`config.mk`:
```
export PLATFORM = sky130hd
export DESIGN_NAME = icache_refill_ctrl
export DESIGN_NICKNAME = d
export VERILOG_FILES = /design/src/rtl/icache_refill_ctrl.sv
export SDC_FILE = /design/constraint.sdc
export NUM_CORES = 1
export LEC_CHECK = 0
export CORE_AREA = 4 4 205 207
export CTS_BUF_LIST = sky130_fd_sc_hd__clkbuf_8
export CTS_CLUSTER_DIAMETER = 40
export CTS_CLUSTER_SIZE = 12
export DETAILED_ROUTE_END_ITERATION = 16
export DIE_AREA = 0 0 209 211
export SYNTH_ARGS = -nofsm -noshare
export SYNTH_HDL_FRONTEND = slang
export SYNTH_SLANG_ARGS = --single-unit
```
`constraint.sdc`:
```
create_clock -name clk -period 6.65 [get_ports clk]
set_input_delay 0.9975 -clock clk [delete_from_list [all_inputs] [get_ports clk]]
set_output_delay 0.9975 -clock clk [all_outputs]
set_load 0.01 [all_outputs]
```
`src/rtl/icache_refill_ctrl.sv`:
```
// icache_refill_ctrl: miss/refill sequencer for the two-stage icache.
//
// Accepts one S2 request at a time. A request is either a cached line fill
// (LINE_WORDS-beat INCR burst) or a single-word uncached fetch. The controller
// issues it on the AXI AR channel and collects the R beats into a line buffer.
// It then presents the line to S1 with a one-cycle rend_o pulse. busy_o stalls
// the pipeline while a request is outstanding.
//
// Optional feature macro: ICACHE_CRIT_BYPASS_EN
//   When defined, crit_valid_o/crit_word_o forward the critical word as it arrives.
//
// Ports
//   clk, rst_n          clock, synchronous active-low reset
//   req_i               request valid, held by S2 until rend_o
//   req_cached_i        1 = line fill, 0 = uncached single-word read
//   req_paddr_i         physical fetch address
//   cancel_i            flush/redirect: suppress delivery of the outstanding request
//   busy_o              stall to icache
//   rend_o              one-cycle delivery pulse
//   rend_cached_o       with rend_o: 1 = install into ways, 0 = bypass
//   line_rdata_o        assembled line, word i at [32*i+31:32*i]
//   rerr_o              with rend_o: some beat of the transaction had rresp != OKAY
//   ar*_o / arready_i   AXI read address channel
//   r*_i / rready_o     AXI read data channel
//   crit_valid_o, crit_word_o   critical-word bypass (ICACHE_CRIT_BYPASS_EN only)
module icache_refill_ctrl #(
   parameter int unsigned LINE_WORDS = 8,
   parameter logic [3:0]  AXI_ID     = 4'd0
) (
   input  logic                       clk,
   input  logic                       rst_n,
   input  logic                       req_i,
   input  logic                       req_cached_i,
   input  logic [31:0]                req_paddr_i,
   input  logic                       cancel_i,
   output logic                       busy_o,
   output logic                       rend_o,
   output logic                       rend_cached_o,
   output logic [32*LINE_WORDS-1:0]   line_rdata_o,
   output logic                       rerr_o,
   output logic [3:0]                 arid_o,
   output logic [31:0]                araddr_o,
   output logic [7:0]                 arlen_o,
   output logic [2:0]                 arsize_o,
   output logic [1:0]                 arburst_o,
   output logic                       arvalid_o,
   input  logic                       arready_i,
   input  logic [3:0]                 rid_i,
   input  logic [31:0]                rdata_i,
   input  logic [1:0]                 rresp_i,
   input  logic                       rlast_i,
   input  logic                       rvalid_i,
`ifdef ICACHE_CRIT_BYPASS_EN
   output logic                       crit_valid_o,
   output logic [31:0]                crit_word_o,
`endif
   output logic                       rready_o
);

   localparam int unsigned OffW  = $clog2(LINE_WORDS);
   localparam int unsigned LineW = 32 * LINE_WORDS;

   typedef enum logic [1:0] {StIdle, StAr, StR, StDone} state_e;

   state_e            state_q, state_d;
   logic              cached_q, cached_d;
   logic [31:0]       paddr_q, paddr_d;
   logic [OffW-1:0]   cnt_q, cnt_d;
   logic [LineW-1:0]  line_q, line_d;
   logic              err_q, err_d;
   logic              drop_q, drop_d;
   logic [OffW-1:0]   slot;

   // Single-ID master: rid carries no information for us.
   logic unused_rid;
   assign unused_rid = ^rid_i;

   // Cached beats fill in arrival order; uncached data lands at its word offset.
   assign slot = cached_q ? cnt_q : paddr_q[OffW+1:2];

   always_ff @(posedge clk) begin
      if (!rst_n) begin
         state_q  <= StIdle;
         cached_q <= 1'b0;
         paddr_q  <= '0;
         cnt_q    <= '0;
         line_q   <= '0;
         err_q    <= 1'b0;
         drop_q   <= 1'b0;
      end else begin
         state_q  <= state_d;
         cached_q <= cached_d;
         paddr_q  <= paddr_d;
         cnt_q    <= cnt_d;
         line_q   <= line_d;
         err_q    <= err_d;
         drop_q   <= drop_d;
      end
   end

   always_comb begin
      state_d  = state_q;
      cached_d = cached_q;
      paddr_d  = paddr_q;
      cnt_d    = cnt_q;
      line_d   = line_q;
      err_d    = err_q;
      drop_d   = drop_q;

      case (state_q)
         StIdle: begin
            drop_d = 1'b0;
            if (req_i) begin
               paddr_d  = req_paddr_i;
               cached_d = req_cached_i;
               cnt_d    = '0;
               err_d    = 1'b0;
               // Uncached delivery carries only one word; the rest must read as zero.
               if (!req_cached_i) begin
                  line_d = '0;
               end
               state_d = StAr;
            end
         end
         StAr: begin
            if (arready_i) begin
               state_d = StR;
            end
         end
         StR: begin
            if (rvalid_i) begin
               line_d[{slot, 5'b00000} +: 32] = rdata_i;
               cnt_d = cnt_q + 1'b1;
               if (rresp_i != 2'b00) begin
                  err_d = 1'b1;
               end
               // rlast alone ends the burst, whatever the beat count.
               if (rlast_i) begin
                  state_d = StDone;
               end
            end
         end
         StDone: begin
            state_d = StIdle;
         end
         default: begin
            state_d = StIdle;
         end
      endcase

      // The AXI transaction still runs to completion; only delivery is dropped.
      if (cancel_i && (state_q != StIdle)) begin
         drop_d = 1'b1;
      end
   end

   assign busy_o        = (state_q != StIdle) || req_i;
   assign arvalid_o     = (state_q == StAr);
   assign rready_o      = (state_q == StR);
   assign arid_o        = AXI_ID;
   assign arsize_o      = 3'b010;
   assign arburst_o     = 2'b01;
   assign araddr_o      = cached_q ? {paddr_q[31:OffW+2], {(OffW + 2){1'b0}}} : paddr_q;
   assign arlen_o       = cached_q ? 8'(LINE_WORDS - 1) : 8'd0;
   assign rend_o        = (state_q == StDone) && !drop_q && !cancel_i;
   assign rend_cached_o = rend_o && cached_q;
   assign rerr_o        = rend_o && err_q;
   assign line_rdata_o  = line_q;

`ifdef ICACHE_CRIT_BYPASS_EN
   assign crit_valid_o = (state_q == StR) && rvalid_i && (slot == paddr_q[OffW+1:2]) &&
                         !drop_q && !cancel_i;
   assign crit_word_o  = rdata_i;
`endif

endmodule

```
; ---- Word level (Yosys, flattened, before mapping)
; Cells that the tools add are included.
[classes]
shifts = 2
muxes = 22
order_cmp = 0
eq_ne = 9
bitwise = 0
multipliers = 0
reduce_logical = 18
n_div = 0
addsub = 2
[ops]
columns = operator, count
row1 = $mux 256, 3
row2 = $pmux 256 s2, 1
row3 = $bwmux 256, 1
row4 = $shift 32x10->256 const A, 1
row5 = $shiftx 32x10->256, 1
row6 = $mux 3, 4
row7 = $reduce_and 4->1, 3
row8 = $neg 8->10, 1
row9 = $mux 2, 4
row10 = $ne 2x2->1 const B, 4
row11 = $pmux 2 s4, 1
row12 = $reduce_bool 2->1, 4
row13 = $pmux 3 s2, 1
row14 = $logic_and 1x1->1, 5
row15 = $mux 1, 5
row16 = $mux 5, 1
row17 = $eq 2x2->1 const B, 2
row18 = $ne 2x1->1 const B, 2
row19 = $add 3x1->3 const B, 1
row20 = $reduce_and 3->1, 1
row21 = $eq 2x1->1 const B, 1
row22 = $logic_not 1->1, 2
row23 = $logic_not 2->1, 1
row24 = $pmux 1 s2, 1
row25 = 2 further kinds, 2
[totals]
memories = 0
romBits = 0
latch_bits = 0
ramBits = 0
reg_bits = 296
wordCells = 60
inputBits = 78

; ---- Depth between registers and ports, before layout
; Gate-level depths: netlist of the first run.
[logic_depth]
ltp_word = 6
mapped_depth = 11

; ---- Least setup slack after synthesis of the first run
; No wires, ideal clock.
[synth_timing]
kind = flip-flop to flip-flop
startpoint = reg cached_q
endpoint = reg line_q[224], in the netlist line_rdata_o[224]
path_buffers = 4
synth_period_minus_slack_ps = 2749
stages_incl_launch_ff = 12
slack_ps = 3901
setup_ps = 125
arrival_time_ps = 2623
cell_sequence = dfxtp_1 > buf_2 > nor2b_1 > a21oi_1 > ha_1 > ha_1 > clkbuf_1 > or4_1 > clkbuf_1 > o2bb2ai_1 > clkbuf_1 > o2bb2ai_1
[synth_via]
elab_chain_len = 6
[synth_lines]
columns = item, line
row1 = start: declaration, 66  ; logic cached_q, cached_d;
row2 = start signal: assignment, 92  ; cached_q <= cached_d;
row3 = $mux 3 *, 79  ; assign slot = cached_q ? cnt_q : paddr_q[OffW+1:2];
row4 = $neg 8->10 *, 132  ; line_d[{slot, 5'b00000} +: 32] = rdata_i;
row5 = $shiftx 32x10->256 or $shift 32x10->256 (tied branches), 132
row6 = $bwmux 256 *, 132
row7 = $mux 256 *, 131  ; if (rvalid_i) begin
row8 = $pmux 256 s2 *, 110  ; case (state_q)
row9 = end signal: assignment, 95  ; line_q <= line_d;
row10 = end: declaration, 69  ; logic [LineW-1:0] line_q, line_d;
; Mark *: on every way between the ends. The rest lies on a longest branch, timed or not. The select of a mux whose other input is x is not followed.
; A chain may end at the register's enable or synchronous reset.

; ---- Worst setup path after layout of the first run
[layout_timing]
startpoint = reg cached_q
endpoint = reg line_q[255], in the netlist line_rdata_o[255]
; Same word-level chain as after synthesis.

==> impl_metrics.toml, run 1 <==
[timing]
setup_viol_count_final = 0
fin_skew_ns = 0.03229
max_freq_mhz = 259.3
period_minus_slack_ns = 3.857
fin_crit_sh = 0.5800
drv_slew = 0
setup_tns_ns = 0
hold_violations = 0
relSlewSlack = 0.2038
tightestPinTransition_ns = 1.194
worst_slack_ns = 2.793
rsz0062_at_grt = "no"

[clock_tree]
clock_path_buffers = 3
post_cts_buffers = 0
cts_sinks = 296
cts_tree = "yes"
clkLatencyLatePin_ns = 0.60
cts_resized = 0
h-tree-depth = 2
clk_root_buffer_cell = "clkbuf_8"
cts_hold_buf = 0
cts_made_buffers = 46
cts.clk_slew.worst_paths_ns = 0.07

[synth]
synth_top_family_by_area = "compound AO/OA/AOI/OAI gates"
async_reset_ff_frac = 0
synth_area_leaders = "dfxtp_1, o2bb2ai_1, nand2_1"
synthAdderAreaFrac = 0.01008
syn_area_um2 = 9933
yosysMostFrequentCell = "dfxtp_1"
synth_edf_count = 0
yosysWarnings = 0
synth_common_cells = "dfxtp_1, o2bb2ai_1, nand2_1"
synth_seq_cells = 296
synth_top_area_frac = 0.5965
synth_ff_type = "dfxtp_1"
synth-simple-area-share = 0.06500
ys_seq_area_frac = 0.5965
synth_cell_types = 40
syn_avg_cell_area_um2 = 11.26
synth-compound-area-share = 0.2595
syn_inst = 882
synth_largest_area_cell = "dfxtp_1"
synth_mux_area_frac = 0.002141
synth_xor_area_frac = 0.0008817

[grt]
grt_pass1_vias = 8606
grt-ovfl-total = 0
grt_usage = 0.1639
grt_max_degree = 47
grt_pass1_wl_um = 55640
grt_antenna_before_repair = 0

[layout]
final_cells = 1774
n_fill_cell = 4031
num_antenna_cells = 0
num-nets-final = 1294
area_growth_syn_to_layout_pct = 51.09
finalCoreUtilization = 0.3718
drive_gt1_frac = 0.08213

[status]
status = "finished clean"

[placement]
gp_congestion = 0.7858
preCtsSetupSlack_ns = 2.753
portBuffers = 370
hpwl_um = 25060
dp.cells = 1692

[power]
leakage_nw = 4.969
finalPower_mw = 4.690
power_density_nw_per_um2 = 312.5
ir_worst_vdd_v = 0.0002385

[routing]
vias = 8398
final_antenna_net_count = 0
dr.pass1.iters = 5
drc = 0
wl_per_cell_um = 21.35
routed_wl_um = 37880
detail_route.vias_per_cell = 4.734
drtIter0Drc = 380

[floorplan]
rows = 74
die_area_um2 = 44100
die_h_um = 211
start_util = 0.2461
io_pins = 389
core_area_um2 = 40370
die_w_um = 209

[critical_path]
cp-start-kind = "flop"
cp.arrival_ns = 4.30
worst_ep_required_time_ns = 7.10
worstSetupEndpointType = "flop"
rr_startpoint = "cached_q$_SDFFE_PN0P_"
crit_type = "reg -> reg"
reg2reg_depth = 7
cp_max_fo = 33
rr_endpoint = "line_rdata_o[255]$_SDFFE_PN0P_"
regToRegSetupSlack_ns = 2.79

[min_path]
whs_path_depth = 2
hold_class = "reg -> reg"
min_from = "paddr_q[23]$_SDFFE_PN0P_"
min_to = "paddr_q[23]$_SDFFE_PN0P_"

[run]
cap_violations = 0
power breakdown:
part           switching, mW  internal [mW]  leakage (nW)  total (mW)
Sequential            0.0338           1.82          2.39        1.86
Combinational          0.758          0.288          2.02        1.05
Clock                  0.824          0.962         0.556        1.79
Total                   1.62           3.07          4.97        4.69
sequential cells by signal (all words and copies together) (netlist names):
name          flops
line_rdata_o    256
paddr_q          32
cnt_q             3
state_q           2
cached_q          1
drop_q            1
err_q             1
placed cells by master, fill, tap and decap left out, types with 2 or more instances in the layout:
cell type        netlist  routed
nand3_1                2       2
clkinvlp_4             0       2
and3_1                 2       2
ha_1                   8       8
nor2_1                 8       8
and2_1                 3       3
a21oi_1               37      36
nor3_1                 2       2
nand4b_1               2       2
clkdlybuf4s50_1        0     370
bufinv_16              0       6
nand2b_1               2       2
nor2b_1                9       9
o2bb2ai_1            263     256
inv_1                  6       9
clkbuf_8               0      49
o21ai_0                4       4
nand4_1                5       5
conb_1                 2      14
inv_8                  0       5
clkinv_2               0       6
dfxtp_1              296     296
clkinv_4               0       2
nand2_1               99      99
nor3b_1                3       3
buf_4                 44       8
inv_6                  0       9
o2bb2ai_4              0       8
layout make-up:
type                       instances  area, um2  area share
tap                              532      665.6     0.04435
multi-input combinational        479       3563      0.2374
sequential                       296       5926      0.3948
clock buffer                      49      674.4     0.04494
inverter                           7      26.28    0.001751
timing repair buffer             378       3764      0.2508
clock inverter                    33      389.1     0.02593
critical path: stages, from the launching register on:
cell	delay [ns]
dfxtp_1	0.66
mux2_2	0.44
inv_1	0.14
ha_1	0.21
ha_1	0.31
or4_2	1.10
o2bb2ai_4	0.54
o2bb2ai_1	0.27
worst max path at each step:
stage | cells after the start | end | slack (ns) | from
finish | 7 | line_rdata_o[255]$_SDFFE_PN0P_ | 2.79 | cached_q$_SDFFE_PN0P_
CTS | 7 | line_rdata_o[237]$_SDFFE_PN0P_ | 2.73 | cached_q$_SDFFE_PN0P_
global placement | 7 | line_rdata_o[228]$_SDFFE_PN0P_ | 2.85 | cached_q$_SDFFE_PN0P_
detailed placement | 7 | line_rdata_o[252]$_SDFFE_PN0P_ | 2.75 | cached_q$_SDFFE_PN0P_
global route | 7 | line_rdata_o[229]$_SDFFE_PN0P_ | 2.58 | cached_q$_SDFFE_PN0P_
floorplan | 11 | line_rdata_o[224]$_SDFFE_PN0P_ | 3.90 | cached_q$_SDFFE_PN0P_
per-layer routing:
metal  part of all wire  GRT usage
met5                  0          0
met4              0.025    0.05603
met3              0.089    0.05792
met2               0.46     0.2622
met1               0.43     0.2072
stage by stage:
step	hold WS, ns	cell area [um2]
global route	0.4725	15010
finish	0.4561	15010
global placement	0.4426	13940
floorplan	0.4318	9978
CTS	0.4573	15010
detailed placement	0.4452	13940
logic make-up (layout without fill, tap and decap cells):
family                   count (synthesis)  in the layout
other                                    2             14
multiplexers                             2              2
AO/OA/AOI/OAI                          311            311
buffers and inverters                  119            467
adder cells (fa/ha/maj)                  8              8
XOR/XNOR                                 1              1
flip-flops                             296            296
AND/OR/NAND/NOR                        143            143
Note: power is estimated with default switching activity, not from simulation.
==> inputs of run 2 (changes only) <==
clock period = 3.35 ns   (was 6.65 ns; I/O delays follow)
==> run 2 against run 1 <==
Against the previous run:
- hold slack lost 0.0013 ns
- maximum frequency grew 25%
- die area is the same
- critical endpoint is now line_rdata_o[247]$_SDFFE_PN0P_
- largest power group unchanged
==> impl_metrics.toml, run 2 (same netlist as run 1, synthesis figures left out) <==
[critical_path]
cp_top_family = "simple AND/OR/NAND/NOR gates"
cp.arrival_ns = 3.54
cp_max_fo = 32
crit_type = "reg -> reg"
worstSetupEndpointType = "flop"
critical_path.most_common_cell = "ha_1"
max_stage_delay_ns = 0.73
path_cells = "mux2_2 > inv_1 > ha_1 > ha_1 > or4_2 > o2bb2ai_4 > o2bb2ai_1"
worst_ep_required_time_ns = 3.80
critPathSlowestCell = "or4_2"
cp-start-kind = "flop"
cp_num_buf_inv = 1

[power]
power_density_nw_per_um2 = 608.8
switching_share = 0.3379
p_sw_mw = 3.095
ir_worst_vdd_v = 0.0005121
clkPwrFrac = 0.368
leakage_nw = 4.994
p_seq_frac = 0.402
p_int_mw = 6.065
power_frac_comb = 0.230

[grt]
grt_max_degree = 39
grt-ovfl-total = 0
grt_pass1_vias = 8500
grt_usage = 0.1619
grt_antenna_before_repair = 1
grt_pass1_wl_um = 54900

[timing]
setup_tns_ns = 0
relSlewSlack = 0.2467
tightestPinTransition_ns = 1.128
holdWs_ns = 0.4548
fin_skew_ns = 0.02171
period_minus_slack_ns = 3.083
max_freq_mhz = 324.3
rsz0062_at_grt = "no"
drv_slew = 0
fin_crit_sh = 0.9204
hold_violations = 0
setup_viol_count_final = 0

[routing]
drtIter0Drc = 368
final_antenna_net_count = 0
vias = 8350
wl_per_cell_um = 21.13
dr.pass1.iters = 4
detail_route.vias_per_cell = 4.686
drc = 0
routed_wl_um = 37650

[layout]
area_growth_syn_to_layout_pct = 51.47
drive_gt1_frac = 0.08647
n_fill_cell = 4049
layout_commonest_cell = "clkdlybuf4s50_1"
num-nets-final = 1301
final_cell_mix = "clkdlybuf4s50_1, dfxtp_1, o2bb2ai_1, nand2_1, clkbuf_8"
largest_reg_flops = 256

[clock_tree]
clock_path_buffers = 3
cts_tree = "yes"
h-tree-depth = 2
clkLatencyLatePin_ns = 0.59
cts_made_buffers = 44
post_cts_buffers = 0
cts_resized = 0
cts_sinks = 296
clk_root_buffer_cell = "clkbuf_8"
cts.clk_slew.worst_paths_ns = 0.07
cts_hold_buf = 0

[floorplan]
die_h_um = 211
rows = 74
die_w_um = 209
io_pins = 389
core_area_um2 = 40370
start_util = 0.2461
die_area_um2 = 44100

[run]
cap_violations = 0

[min_path]
hold_class = "reg -> reg"

[placement]
gp_congestion = 0.7787
portBuffers = 370
hpwl_um = 25330

[status]
status = "finished clean"
## run 2: changes by cell type in the layout (fill, tap and decap cells not counted), moves of 2 or more
cell / previous run / this run
inv_6: 9 / 3
buf_4: 8 / 16
clkinv_4: 2 / 6
inv_8: 5 / 3
## run 2: routing by layer
metal / vias up / global-route usage / routed length, um
met1: 4073 / 0.2011 / 16010
met3: 53 / 0.05139 / 2975
met4: 0 / 0.05378 / 888
li1: 3886 / - / -
met5: - / 0 / 0
met2: 338 / 0.2685 / 17780
## run 2: final cells by class
type                       count  area [um2]  area share
inverter                       7       26.28    0.001746
clock buffer                  50       688.2     0.04574
timing repair buffer         387        3844      0.2555
clock inverter                30       330.3     0.02195
multi-input combinational    479        3563      0.2368
tap                          532       665.6     0.04424
sequential                   296        5926      0.3938
antenna                        1       2.502   0.0001663
## run 2: worst register-to-register path, stage by stage (launching register included)
cell and delay, ns:
dfxtp_1 0.45, mux2_2 0.41, inv_1 0.14, ha_1 0.21
ha_1 0.32, or4_2 0.73, o2bb2ai_4 0.43, o2bb2ai_1 0.27
## run 2: worst paths after layout
path | depth (start not counted) | end | slack, ns | from
setup / recovery | 7 | line_rdata_o[247]$_SDFFE_PN0P_ | 0.27 | cached_q$_SDFFE_PN0P_
hold / removal | 2 | paddr_q[15]$_SDFFE_PN0P_ | 0.45 | paddr_q[15]$_SDFFE_PN0P_
setup reg to reg | 7 | line_rdata_o[247]$_SDFFE_PN0P_ | 0.27 | cached_q$_SDFFE_PN0P_
hold reg to reg | 2 | paddr_q[15]$_SDFFE_PN0P_ | 0.45 | paddr_q[15]$_SDFFE_PN0P_
## run 2: power by group through the flow
stage                     Clock (mW)  Combinational [mW]  Sequential, mW
after CTS                       3.48                2.16            3.68
after floorplan                    0                1.27            3.75
after detailed placement           0                2.16            3.76
after global routing            3.62                2.29            3.70
after global placement             0                2.13            3.76
final                           3.37                2.11            3.68
## run 2: per-stage QoR
stage	util	total power, mW	cell area (um2)	instances	worst slack [ns]
6_report	0.3727	9.160	15050	1782	0.2666
5_1_grt	0.3727	9.605	15050	1782	0.07647
4_1_cts	0.3726	9.332	15040	1781	0.2487
3_5_place_dp	0.3474	5.921	14020	1701	0.2533
3_3_place_gp	0.3474	5.893	14020	1701	0.3782
2_1_floorplan	-	5.029	9978	894	0.6013
==> inputs of run 3 (changes only) <==
CTS_BUF_LIST = sky130_fd_sc_hd__clkbuf_4 sky130_fd_sc_hd__clkbuf_8 sky130_fd_sc_hd__clkbuf_16   (was sky130_fd_sc_hd__clkbuf_8)
PLACE_DENSITY = 0.58   (was not set)
==> run 3 against run 2 <==
Against the previous run:
- sequential cell count did not move
- clock skew decreased by 0.013 ns
- via count rose by 0.56%
- first-iteration DRC count fell by 15%
- total power increased by 15%
- die area unchanged
- global-route usage grew 0.29 points
- clock power increased by 38%
- sequential power is essentially flat
- routed wire length grew 1.4%
- critical path depth did not move
==> impl_metrics.toml, run 3 (same netlist as run 1, synthesis figures left out) <==
[status]
status = "finished clean"

[timing]
setup_viol_count_final = 0
holdWs_ns = 0.4532
drv_slew = 0
setup_tns_ns = 0
worst_slack_ns = 0.2215
rsz0062_at_grt = "no"
period_minus_slack_ns = 3.128
hold_violations = 0
tightestPinTransition_ns = 1.126
fin_skew_ns = 0.008738
relSlewSlack = 0.2482
max_freq_mhz = 319.6
fin_crit_sh = 0.9339

[min_path]
hold_class = "reg -> reg"
whs_path_depth = 2
min_to = "paddr_q[22]$_SDFFE_PN0P_"
min_from = "paddr_q[22]$_SDFFE_PN0P_"

[power]
switching_share = 0.3236
leakage_nw = 5.251
p_int_mw = 7.143
clkPwrFrac = 0.440
power_density_nw_per_um2 = 675.6
power_frac_comb = 0.210
ir_worst_vdd_v = 0.0004291
p_sw_mw = 3.417
finalPower_mw = 10.56
p_seq_frac = 0.350

[layout]
layout_commonest_cell = "clkdlybuf4s50_1"
largest_reg_flops = 256
final_cell_mix = "clkdlybuf4s50_1, dfxtp_1, o2bb2ai_1, nand2_1, clkbuf_16"
num-nets-final = 1311
area_growth_syn_to_layout_pct = 57.35
drive_gt1_frac = 0.09618
fin_area_um2 = 15630
num_antenna_cells = 0

[routing]
drc = 0
routed_wl_um = 38160
dr.pass1.iters = 4
detail_route.vias_per_cell = 4.691
vias = 8397
final_antenna_net_count = 0
wl_per_cell_um = 21.32
drtIter0Drc = 313

[placement]
preCtsSetupSlack_ns = 0.1891
portBuffers = 370
hpwl_um = 25430
gp_congestion = 0.7582
placed_area_um2 = 14120

[floorplan]
rows = 74
core_area_um2 = 40370
start_util = 0.2461
die_area_um2 = 44100
io_pins = 389
die_h_um = 211
die_w_um = 209

[grt]
top_usage_layer = "met2"
use_met3 = 0.05584
grt_pass1_wl_um = 55830
grt-ovfl-total = 0
grt_util_met1 = 0.2037
grt_usage = 0.1648
use_met2 = 0.2682
grt_antenna_before_repair = 0
grt_max_degree = 39
grt_pass1_vias = 8714

[critical_path]
crit_type = "reg -> reg"
cp.arrival_ns = 3.55
rr_endpoint = "line_rdata_o[250]$_SDFFE_PN0P_"
reg2reg_depth = 7
worstSetupEndpointType = "flop"
cp_max_fo = 32
cp-start-kind = "flop"
rr_startpoint = "cached_q$_SDFFE_PN0P_"
regToRegSetupSlack_ns = 0.22
worst_ep_required_time_ns = 3.77

[run]
cap_violations = 0

[clock_tree]
clk_root_buffer_cell = "clkbuf_16"
clock_path_buffers = 3
cts_resized = 0
cts_sinks = 296
cts.clk_slew.worst_paths_ns = 0.06
h-tree-depth = 2
post_cts_buffers = 0
cts_made_buffers = 46
cts_hold_buf = 0
clkLatencyLatePin_ns = 0.56
cts_tree = "yes"
==> run 3: cell types whose count changed in the layout (fill, tap and decap cells not counted), sizes merged <==
cell / previous run / this run
bufinv: 5 / 2
clkinvlp: 3 / 4
diode: 1 / 0
buf: 17 / 25
inv: 17 / 20
==> run 3: area by class of cell <==
class | count | area [um2]
inverter | 7 | 26.28
timing repair buffer | 395 | 3941
fill | 3972 | 24740
tap | 532 | 665.6
multi-input combinational | 479 | 3563
clock buffer | 50 | 1211
clock inverter | 31 | 296.5
sequential | 296 | 5926
==> run 3: metrics by stage <==
step,utilization,cells
2_1_floorplan,-,894
3_3_place_gp,0.3498,1709
3_5_place_dp,0.3498,1709
4_1_cts,0.3872,1790
5_1_grt,0.3872,1790
6_report,0.3872,1790
==> run 3: worst max-delay path: stages (launching register included) <==
cell       delay, ns
dfxtp_1         0.49
mux2_2          0.42
inv_1           0.13
ha_1            0.20
ha_1            0.31
or4_2           0.72
o2bb2ai_4       0.42
o2bb2ai_1       0.28
==> run 3: worst max path at each step <==
| stage | startpoint | cells after the start | end | slack (ns) |
|---|---|---|---|---|
| after floorplan | cached_q$_SDFFE_PN0P_ | 11 | line_rdata_o[224]$_SDFFE_PN0P_ | 0.60 |
| after global routing | cached_q$_SDFFE_PN0P_ | 7 | line_rdata_o[250]$_SDFFE_PN0P_ | 0.07 |
| final | cached_q$_SDFFE_PN0P_ | 7 | line_rdata_o[250]$_SDFFE_PN0P_ | 0.22 |
| after global placement | req_cached_i | 6 | line_rdata_o[151]$_SDFFE_PN0P_ | 0.24 |
| after detailed placement | req_cached_i | 6 | line_rdata_o[132]$_SDFFE_PN0P_ | 0.19 |
| after CTS | cached_q$_SDFFE_PN0P_ | 7 | line_rdata_o[250]$_SDFFE_PN0P_ | 0.22 |
==> run 3: power by group through the flow <==
stage	sequential, mW	combinational [mW]	clock [mW]
floorplan	3.75	1.27	0
global placement	3.76	2.23	0
detailed placement	3.77	2.25	0
CTS	3.69	2.26	4.78
global route	3.70	2.39	4.92
finish	3.69	2.22	4.65
==> run 3: layer usage <==
metal / part of all wire / vias to the layer above
li1: - / 3929
met1: 0.43 / 4074
met2: 0.46 / 324
met3: 0.081 / 70
met4: 0.029 / 0
met5: 0 / -
